$ cat src/rtl/estagio_mem_acesso_pkg.sv
// rtl/estagio_mem_acesso_pkg.sv - shared types and constants for the MEM stage
// Contents: FSM state encoding, default widths, MEM/WB control bundle and its bubble value.
package estagio_mem_acesso_pkg;

    localparam int DATA_W_PADRAO  = 32;
    localparam int REG_W_PADRAO   = 5;
    localparam int TIMEOUT_PADRAO = 16;

    typedef enum logic {
        IDLE = 1'b0,
        WAIT = 1'b1
    } estado_t;

    typedef struct packed {
        logic regWrite;
        logic memToReg;
    } ctrl_wb_t;

    // A bubble must never write the register file nor select memory data.
    localparam ctrl_wb_t CTRL_WB_BOLHA = '{regWrite: 1'b0, memToReg: 1'b0};

endpackage

$ cat src/rtl/estagio_mem_acesso_registrador_mem_wb.sv
// rtl/estagio_mem_acesso_registrador_mem_wb.sv - MEM/WB pipeline register with load enable and bubble
// Ports: clock, reset (sync, active-high), carga (load), bolha (insert bubble, wins over carga),
//        ctrlIn/regDestIn/aluOutIn/memDataIn -> ctrlOut/regDest/aluOut/memData.
module registrador_mem_wb
    import estagio_mem_acesso_pkg::*;
#(
    parameter int DATA_W = DATA_W_PADRAO,
    parameter int REG_W  = REG_W_PADRAO
) (
    input  logic              clock,
    input  logic              reset,
    input  logic              carga,
    input  logic              bolha,
    input  ctrl_wb_t          ctrlIn,
    input  logic [REG_W-1:0]  regDestIn,
    input  logic [DATA_W-1:0] aluOutIn,
    input  logic [DATA_W-1:0] memDataIn,
    output ctrl_wb_t          ctrlOut,
    output logic [REG_W-1:0]  regDest,
    output logic [DATA_W-1:0] aluOut,
    output logic [DATA_W-1:0] memData
);

    always_ff @(posedge clock) begin
        if (reset || bolha) begin
            ctrlOut <= CTRL_WB_BOLHA;
            regDest <= '0;
            aluOut  <= '0;
            memData <= '0;
        end else if (carga) begin
            ctrlOut <= ctrlIn;
            regDest <= regDestIn;
            aluOut  <= aluOutIn;
            memData <= memDataIn;
        end
    end

endmodule

$ cat src/rtl/estagio_mem_acesso.sv
// rtl/estagio_mem_acesso.sv - MIPS MEM stage: branch resolve, data-memory handshake, MEM/WB register
// Ports: clock, reset (sync, active-high); EX/MEM inputs (pcDesvioIn, pcJumpIn, aluOutIn, reg2In,
//        zeroIn, branchIn, jumpIn, memReadIn, memWriteIn, memToRegIn, regWriteIn, regDestIn);
//        front-end redirect (ctrlDesvio, pcAlvo) and stall; data memory (memReq, memWe, memAddr,
//        memWData, memRData, memAck); MEM/WB outputs (wb*); error pulses (erroAlinhamento, erroTimeout).
module estagio_mem_acesso
    import estagio_mem_acesso_pkg::*;
#(
    parameter int DATA_W  = DATA_W_PADRAO,
    parameter int REG_W   = REG_W_PADRAO,
    parameter int TIMEOUT = TIMEOUT_PADRAO
) (
    input  logic              clock,
    input  logic              reset,
    input  logic [DATA_W-1:0] pcDesvioIn,
    input  logic [DATA_W-1:0] pcJumpIn,
    input  logic [DATA_W-1:0] aluOutIn,
    input  logic [DATA_W-1:0] reg2In,
    input  logic              zeroIn,
    input  logic              branchIn,
    input  logic              jumpIn,
    input  logic              memReadIn,
    input  logic              memWriteIn,
    input  logic              memToRegIn,
    input  logic              regWriteIn,
    input  logic [REG_W-1:0]  regDestIn,
    output logic              ctrlDesvio,
    output logic [DATA_W-1:0] pcAlvo,
    output logic              stall,
    output logic              memReq,
    output logic              memWe,
    output logic [DATA_W-1:0] memAddr,
    output logic [DATA_W-1:0] memWData,
    input  logic [DATA_W-1:0] memRData,
    input  logic              memAck,
    output logic              wbRegWrite,
    output logic              wbMemToReg,
    output logic [REG_W-1:0]  wbRegDest,
    output logic [DATA_W-1:0] wbAluOut,
    output logic [DATA_W-1:0] wbMemData,
    output logic              erroAlinhamento,
    output logic              erroTimeout
);

    localparam int CW = (TIMEOUT > 2) ? $clog2(TIMEOUT) : 1;
    localparam logic [CW-1:0] CONT_ULTIMO = CW'(TIMEOUT - 1);

    estado_t       estado;
    logic [CW-1:0] contador;

    logic     acesso;
    logic     desalinhado;
    logic     reqIdle;
    logic     fimTimeout;
    logic     captura;
    ctrl_wb_t ctrlWbIn;
    ctrl_wb_t ctrlWbOut;
    logic [DATA_W-1:0] dadoCaptura;

    assign acesso      = memReadIn | memWriteIn;
    assign desalinhado = acesso & (aluOutIn[1:0] != 2'b00);
    assign reqIdle     = (estado == IDLE) & acesso & ~desalinhado;

    // Upstream holds its inputs while stalled, so address/data are simply passed through.
    assign memAddr  = aluOutIn;
    assign memWData = reg2In;
    assign memWe    = memWriteIn;
    assign pcAlvo   = jumpIn ? pcJumpIn : pcDesvioIn;

    assign ctrlDesvio = ~reset & ((branchIn & zeroIn) | jumpIn);
    assign memReq     = ~reset & ((estado == WAIT) | reqIdle);

    // The last unacknowledged WAIT cycle still drives memReq but releases the stall.
    assign fimTimeout = (estado == WAIT) & ~memAck & (contador == CONT_ULTIMO);
    assign stall      = memReq & ~memAck & ~fimTimeout;

    // Everything that is not a capture becomes a bubble in MEM/WB.
    assign captura     = ((estado == IDLE) & ~acesso) | (memReq & memAck);
    assign dadoCaptura = (memReq & memAck & ~memWriteIn) ? memRData : '0;
    assign ctrlWbIn    = '{regWrite: regWriteIn, memToReg: memToRegIn};

    always_ff @(posedge clock) begin
        if (reset) begin
            estado          <= IDLE;
            contador        <= '0;
            erroAlinhamento <= 1'b0;
            erroTimeout     <= 1'b0;
        end else begin
            erroAlinhamento <= (estado == IDLE) & desalinhado;
            erroTimeout     <= fimTimeout;
            case (estado)
                IDLE: begin
                    if (reqIdle && !memAck) begin
                        estado   <= WAIT;
                        contador <= CW'(1);
                    end
                end
                WAIT: begin
                    if (memAck || fimTimeout) begin
                        estado   <= IDLE;
                        contador <= '0;
                    end else begin
                        contador <= contador + CW'(1);
                    end
                end
                default: begin
                    estado   <= IDLE;
                    contador <= '0;
                end
            endcase
        end
    end

    registrador_mem_wb #(
        .DATA_W (DATA_W),
        .REG_W  (REG_W)
    ) u_mem_wb (
        .clock     (clock),
        .reset     (reset),
        .carga     (captura),
        .bolha     (~captura),
        .ctrlIn    (ctrlWbIn),
        .regDestIn (regDestIn),
        .aluOutIn  (aluOutIn),
        .memDataIn (dadoCaptura),
        .ctrlOut   (ctrlWbOut),
        .regDest   (wbRegDest),
        .aluOut    (wbAluOut),
        .memData   (wbMemData)
    );

    assign wbRegWrite = ctrlWbOut.regWrite;
    assign wbMemToReg = ctrlWbOut.memToReg;

endmodule

$ cat config.mk
export PLATFORM = sky130hd
export DESIGN_NAME = estagio_mem_acesso
export DESIGN_NICKNAME = d
export VERILOG_FILES = /design/src/rtl/estagio_mem_acesso_pkg.sv /design/src/rtl/estagio_mem_acesso_registrador_mem_wb.sv /design/src/rtl/estagio_mem_acesso.sv
export SDC_FILE = /design/constraint.sdc
export NUM_CORES = 1
export LEC_CHECK = 0
export CAP_MARGIN = 10
export CORE_AREA = 2 2 136 138
export DETAILED_ROUTE_END_ITERATION = 8
export DIE_AREA = 0 0 138 140
export GPL_ROUTABILITY_DRIVEN = 0
export GPL_TIMING_DRIVEN = 0
export SYNTH_ARGS = -nofsm -noshare
export SYNTH_HDL_FRONTEND = slang
export SYNTH_SLANG_ARGS = --single-unit
$ cat constraint.sdc
create_clock -name clock -period 1.27 [get_ports clock]
set_clock_uncertainty 0.05 [all_clocks]
set_input_delay 0.1905 -clock clock [delete_from_list [all_inputs] [get_ports clock]]
set_output_delay 0.1905 -clock clock [all_outputs]
set_load 0.01 [all_outputs]
# Yosys cells after proc, flatten, opt, wreduce, memory -nomap -nowiden
# Index checks and enable logic that the tools add are counted.
[word_totals] register_bits=78 input_bits=175 out_inout_bits=173 word_cells=51
[op_classes] add_sub_neg=1 eq_ne=2 mux=8 bitwise=26 n_reduce_logical=5
[op_table] op="32-bit two-way mux" n=2
[op_table] op="1-bit AND" n=14
[op_table] op="4-bit two-way mux" n=2
[op_table] op="1-bit NOT" n=8
[op_table] op="4-bit case mux with 2 select lines" n=1
[op_table] op="4-bit by 1-bit adder with 4-bit output, second input constant" n=1
[op_table] op="4-bit == test, second input constant" n=1
[op_table] op="1-bit bitwise OR" n=4
[op_table] op="1-bit logical OR" n=2
[op_table] op="1-bit two-way mux" n=2
[op_table] op="2-bit by 1-bit inequality test with 1-bit output, second input constant" n=1
[op_table] op="1-bit case mux with 2 select lines" n=1
[op_table] op="2-bit nonzero test" n=1
[op_table] op="1-bit logical AND" n=1
[op_table] op="1-bit zero test" n=1

# Depth between registers and ports, before layout
[depth] word_depth=10 depth_mapped=5

# By module
# Synthesis repeated with hierarchy kept, for this count alone.
[unflattened] hier_cells=454 area_unflattened_um2=4385.5
[modules_own_cells] mod="registrador_mem_wb" instances=1 cells_per_inst=230 area_per_inst_um2=2581.2
[modules_own_cells] mod="estagio_mem_acesso" instances=1 cells_per_inst=224 area_per_inst_um2=1804.2

# Worst setup path before layout
# OpenSTA, ideal clock, no wires.
[synth_path] path_type="reg2out" start="register estado" end="output port stall" t_arrival_ns=1.176 slack_ns=-0.146 path_stages_with_launch=5 path_buffers=2 cell_sequence="dfxtp_1 buf_2 a21oi_2 buf_4 nor4b_1"
[synth_via] elab_chain_len=7 word_cells_on_any_way=10 cone_classes="bitwise (10)"
[synth_lines] element="start: declaration" line="estagio_mem_acesso.sv:48" text="estado_t estado;"
[synth_lines] element="start signal: assignment" line="estagio_mem_acesso.sv:84" text="estado <= IDLE;"
[synth_lines] element="start signal: assignment" line="estagio_mem_acesso.sv:94" text="estado <= WAIT;"
[synth_lines] element="start signal: assignment" line="estagio_mem_acesso.sv:100" text="estado <= IDLE;"
[synth_lines] element="1-bit NOT"
[synth_lines] element="1-bit AND (2 in series)" line="estagio_mem_acesso.sv:62" text="assign reqIdle = (estado == IDLE) & acesso & ~desalinhado;"
[synth_lines] element="1-bit bitwise OR" line="estagio_mem_acesso.sv:71" text="assign memReq = ~reset & ((estado == WAIT) | reqIdle);"
[synth_lines] element="1-bit AND" line="estagio_mem_acesso.sv:71"
[synth_lines] element="1-bit AND" line="estagio_mem_acesso.sv:75" text="assign stall = memReq & ~memAck & ~fimTimeout;"
[synth_lines] element="1-bit AND *" line="estagio_mem_acesso.sv:75"
[synth_lines] element="end: declaration" line="estagio_mem_acesso.sv:29" text="output logic stall,"
# Every way passes the cells marked *; elsewhere a longest branch is shown, timed or not.

# Worst setup path after layout
# Same ends and word-level chain as after synthesis.

==> flow_metrics.py <==
metrics = {
    "clock_tree": {
        "ctsHtreeMaxLevel": 3,
        "cts.sinks": 78,
        "clkSlewWorstSetupHoldPaths_ns": 0.06,
        "ctsHoldBuffers": 0,
        "root_buffer": "clkbuf_16",
        "clock_latency_ns": 0.33,
        "clk_path_buf_depth": 2,
        "numCtsBuffers": 9,
        "cts_tree": "built",
    },
    "outcome": {
        "outcome": "complete, but fails checks",
        "violations": "negative setup slack",
    },
    "floorplan": {
        "initial_core_util": 0.192,
        "dieHeight_um": 140,
        "pin_count": 348,
        "die_x_um": 138,
        "die-area_um2": 19300,
        "rows": 49,
        "core_um2": 17800,
    },
    "setup_path": {
        "path_common_cell": "buf_6",
        "max_stage_delay_ns": 0.33,
        "crit_path_end_kind": "primary output",
        "worstSetupPathType": "register to primary output",
        "r2r-start": "estado$_SDFF_PP0_",
        "crit_buf_inv": 3,
        "crit_family": "buffers and inverters",
        "crit_arrival_ns": 1.32,
        "crit_chain": "buf_6 > a21oi_4 > buf_6 > nor4b_4 > buf_4",
        "start_kind": "register",
        "critPathSlowestCell": "dfxtp_2",
        "critPathLaunch": "estado$_SDFF_PP0_",
        "critPathRequiredTime_ns": 1.03,
        "path_max_fanout": 4,
    },
    "timing": {
        "drv_slew": 0,
        "worst_slew_pin_slew_ns": 0.822,
        "fmax_ghz": 0.641,
        "setup_violations": 7,
        "setup_ws_ns": -0.291,
        "rsz0062_at_grt": "yes",
        "slew_headroom": 0.452,
        "min_period_ns": 1.56,
        "whs_ns": 0.131,
        "fin_crit_sh": 1.23,
        "hold_viol": 0,
    },
    "pwr": {
        "p_int_mw": 5.36,
        "seq_power_share": 0.357,
        "power_switching_mw": 1.72,
        "leakage_nw": 3.33,
        "clockPowerShare": 0.403,
        "switching_share": 0.243,
        "comb_power_share": 0.240,
        "vdd_drop_max_mv": 0.482,
        "p_per_area_nw_per_um2": 947,
        "finalPower_mw": 7.08,
    },
    "worst_hold_path": {
        "hp-class": "input pin to register",
        "worstHoldStart": "aluOutIn[0]",
    },
    "detailed_routing": {
        "drt_iter0_markers": 133,
        "vias_per_cell": 4.10,
        "drc": 0,
        "postRouteWirelength_um": 14500,
        "wl_met2_um": 7910,
        "wl_per_cell_um": 16.5,
        "vias": 3595,
        "first_pass_iters": 4,
        "met1_length_um": 5120,
        "route.met3.wl_um": 1110,
        "postRouteAntennaNets": 0,
        "highest_layer": "met4",
    },
    "placed_design": {
        "dp_hpwl_um": 11700,
        "dp_cells": 849,
        "numPortBuffers": 312,
        "place_ws_ns": -1.31,
        "placed_cell_area_um2": 6840,
    },
    "global_route": {
        "grt_pass1_vias": 3828,
        "grt.overflow.total": 0,
        "grt_start_max_net_pins": 15,
        "grt_pass1_wl_um": 21600,
        "track_usage": 0.143,
        "antenna_found_initial": 0,
    },
    "yosys": {
        "syn_nets": 484,
        "synth_seq_cells": 78,
        "synth.avg_cell_area_um2": 11.1,
        "ys_seq_area_frac": 0.458,
        "synthCells": 308,
        "synth_cell_types": 30,
        "syn_area_um2": 3410,
        "ys.warnings.count": 0,
    },
    "cells_and_area": {
        "area_delta_synth_final_pct": 119,
        "layoutNonFillerInstCount": 877,
        "fin_area_um2": 7480,
        "diodes": 0,
        "nFillCells": 1726,
        "multiInputGateArea_um2": 1550,
        "fin_nets": 819,
        "seq_area_um2": 1570,
        "drive_above_1_share": 0.375,
    },
    "run": {
        "cap_violations": 0,
    },
}
==> power groups by stage <==
| stage | sequential [mW] | combinational (mW) | clock, mW |
|---|---|---|---|
| 2_1_floorplan | 2.62 | 0.593 | 0 |
| 3_3_place_gp | 2.59 | 1.66 | 0 |
| 3_5_place_dp | 2.59 | 1.67 | 0 |
| 4_1_cts | 2.53 | 1.64 | 2.94 |
| 5_1_grt | 2.54 | 1.80 | 3.03 |
| 6_report | 2.53 | 1.70 | 2.85 |
==> logic make-up after synthesis <==
logic type               Yosys count  share of synthesized area
AND/OR/NAND/NOR                   95                      0.225
multiplexers                      32                      0.106
adder cells (fa/ha/maj)            1                    0.00367
AO/OA/AOI/OAI                     10                     0.0242
flip-flops                        78                      0.458
buffers and inverters             92                      0.184
==> cells in the mapped netlist, drive strengths merged <==
cell     number  area share
nor2          6      0.0066
o21bai        1      0.0022
buf          80        0.17
o32ai         1      0.0026
inv           2      0.0022
mux2         32        0.11
nand2b        3      0.0055
nand4         1      0.0018
nand2         1      0.0011
a21oi         2      0.0040
dfxtp        78        0.46
o22ai         1      0.0018
o311ai        2      0.0051
ha            1      0.0037
nand4b        3      0.0077
nor4b        34       0.087
o211ai        1      0.0022
or2           2      0.0044
a31oi         1      0.0018
clkbuf       10       0.011
nor3          2      0.0029
and3          2      0.0037
a2bb2oi       1      0.0044
nor3b        39        0.10
nand3         2      0.0029
==> cell type report <==
type	instances	share of cell area
Timing Repair Buffer	324	0.404
Sequential cell	78	0.209
Multi-Input combinational cell	138	0.207
Buffer	90	0.0960
Tap cell	229	0.0383
Clock buffer	10	0.0319
Clock inverter	6	0.0125
Inverter	2	0.00100
==> flip-flops by register name (all words and copies together), names as in the netlist <==
register          count
contador              4
u_mem_wb.memData     32
erroAlinhamento       1
erroTimeout           1
u_mem_wb.aluOut      32
estado                1
u_mem_wb.ctrlOut      2
u_mem_wb.regDest      5
==> layout by cell type (no fill, tap or decap), types with 11 or more instances in the layout <==
cell type,instances
buf_2,30
buf_4,76
buf_6,13
clkdlybuf4s15_1,21
clkdlybuf4s50_1,156
dfxtp_1,75
dlygate4sd2_1,79
mux2_2,25
nor3b_1,22
nor3b_2,14
nor4b_1,11
nor4b_2,17
==> final timing paths <==
kind / slack, ns / cells past startpoint / endpoint
worst max register to register: -0.02 / 6 / u_mem_wb.aluOut[11]$_SDFFE_PP0P_
worst min-delay path: 0.13 / 2 / u_mem_wb.aluOut[0]$_SDFFE_PP0P_
worst max-delay path: -0.29 / 5 / stall
worst min register to register: 0.45 / 1 / contador[0]$_SDFFE_PP0P_
==> metrics by stage <==
step / util / TNS, ns
detailed placement: 0.384 / -74.13
global placement: 0.384 / -72.55
CTS: 0.408 / -0.786
finish: 0.421 / -0.632
global route: 0.421 / -1.42
floorplan: - / 0
==> routing by layer <==
metal / vias up / GRT usage
met5: - / 0
met4: 0 / 0.0467
met3: 23 / 0.0479
met2: 203 / 0.277
met1: 1673 / 0.145
li1: 1696 / -
==> repair_timing <==
item / 4_1_cts / 5_1_grt
pin swaps: 7 / 4
resized for setup: 338 / 75
buffers inserted: 10 / 2
cloned: 2 / 0
endpoints found under the setup margin: 215 / 90
(Power assumes the default switching activity.)
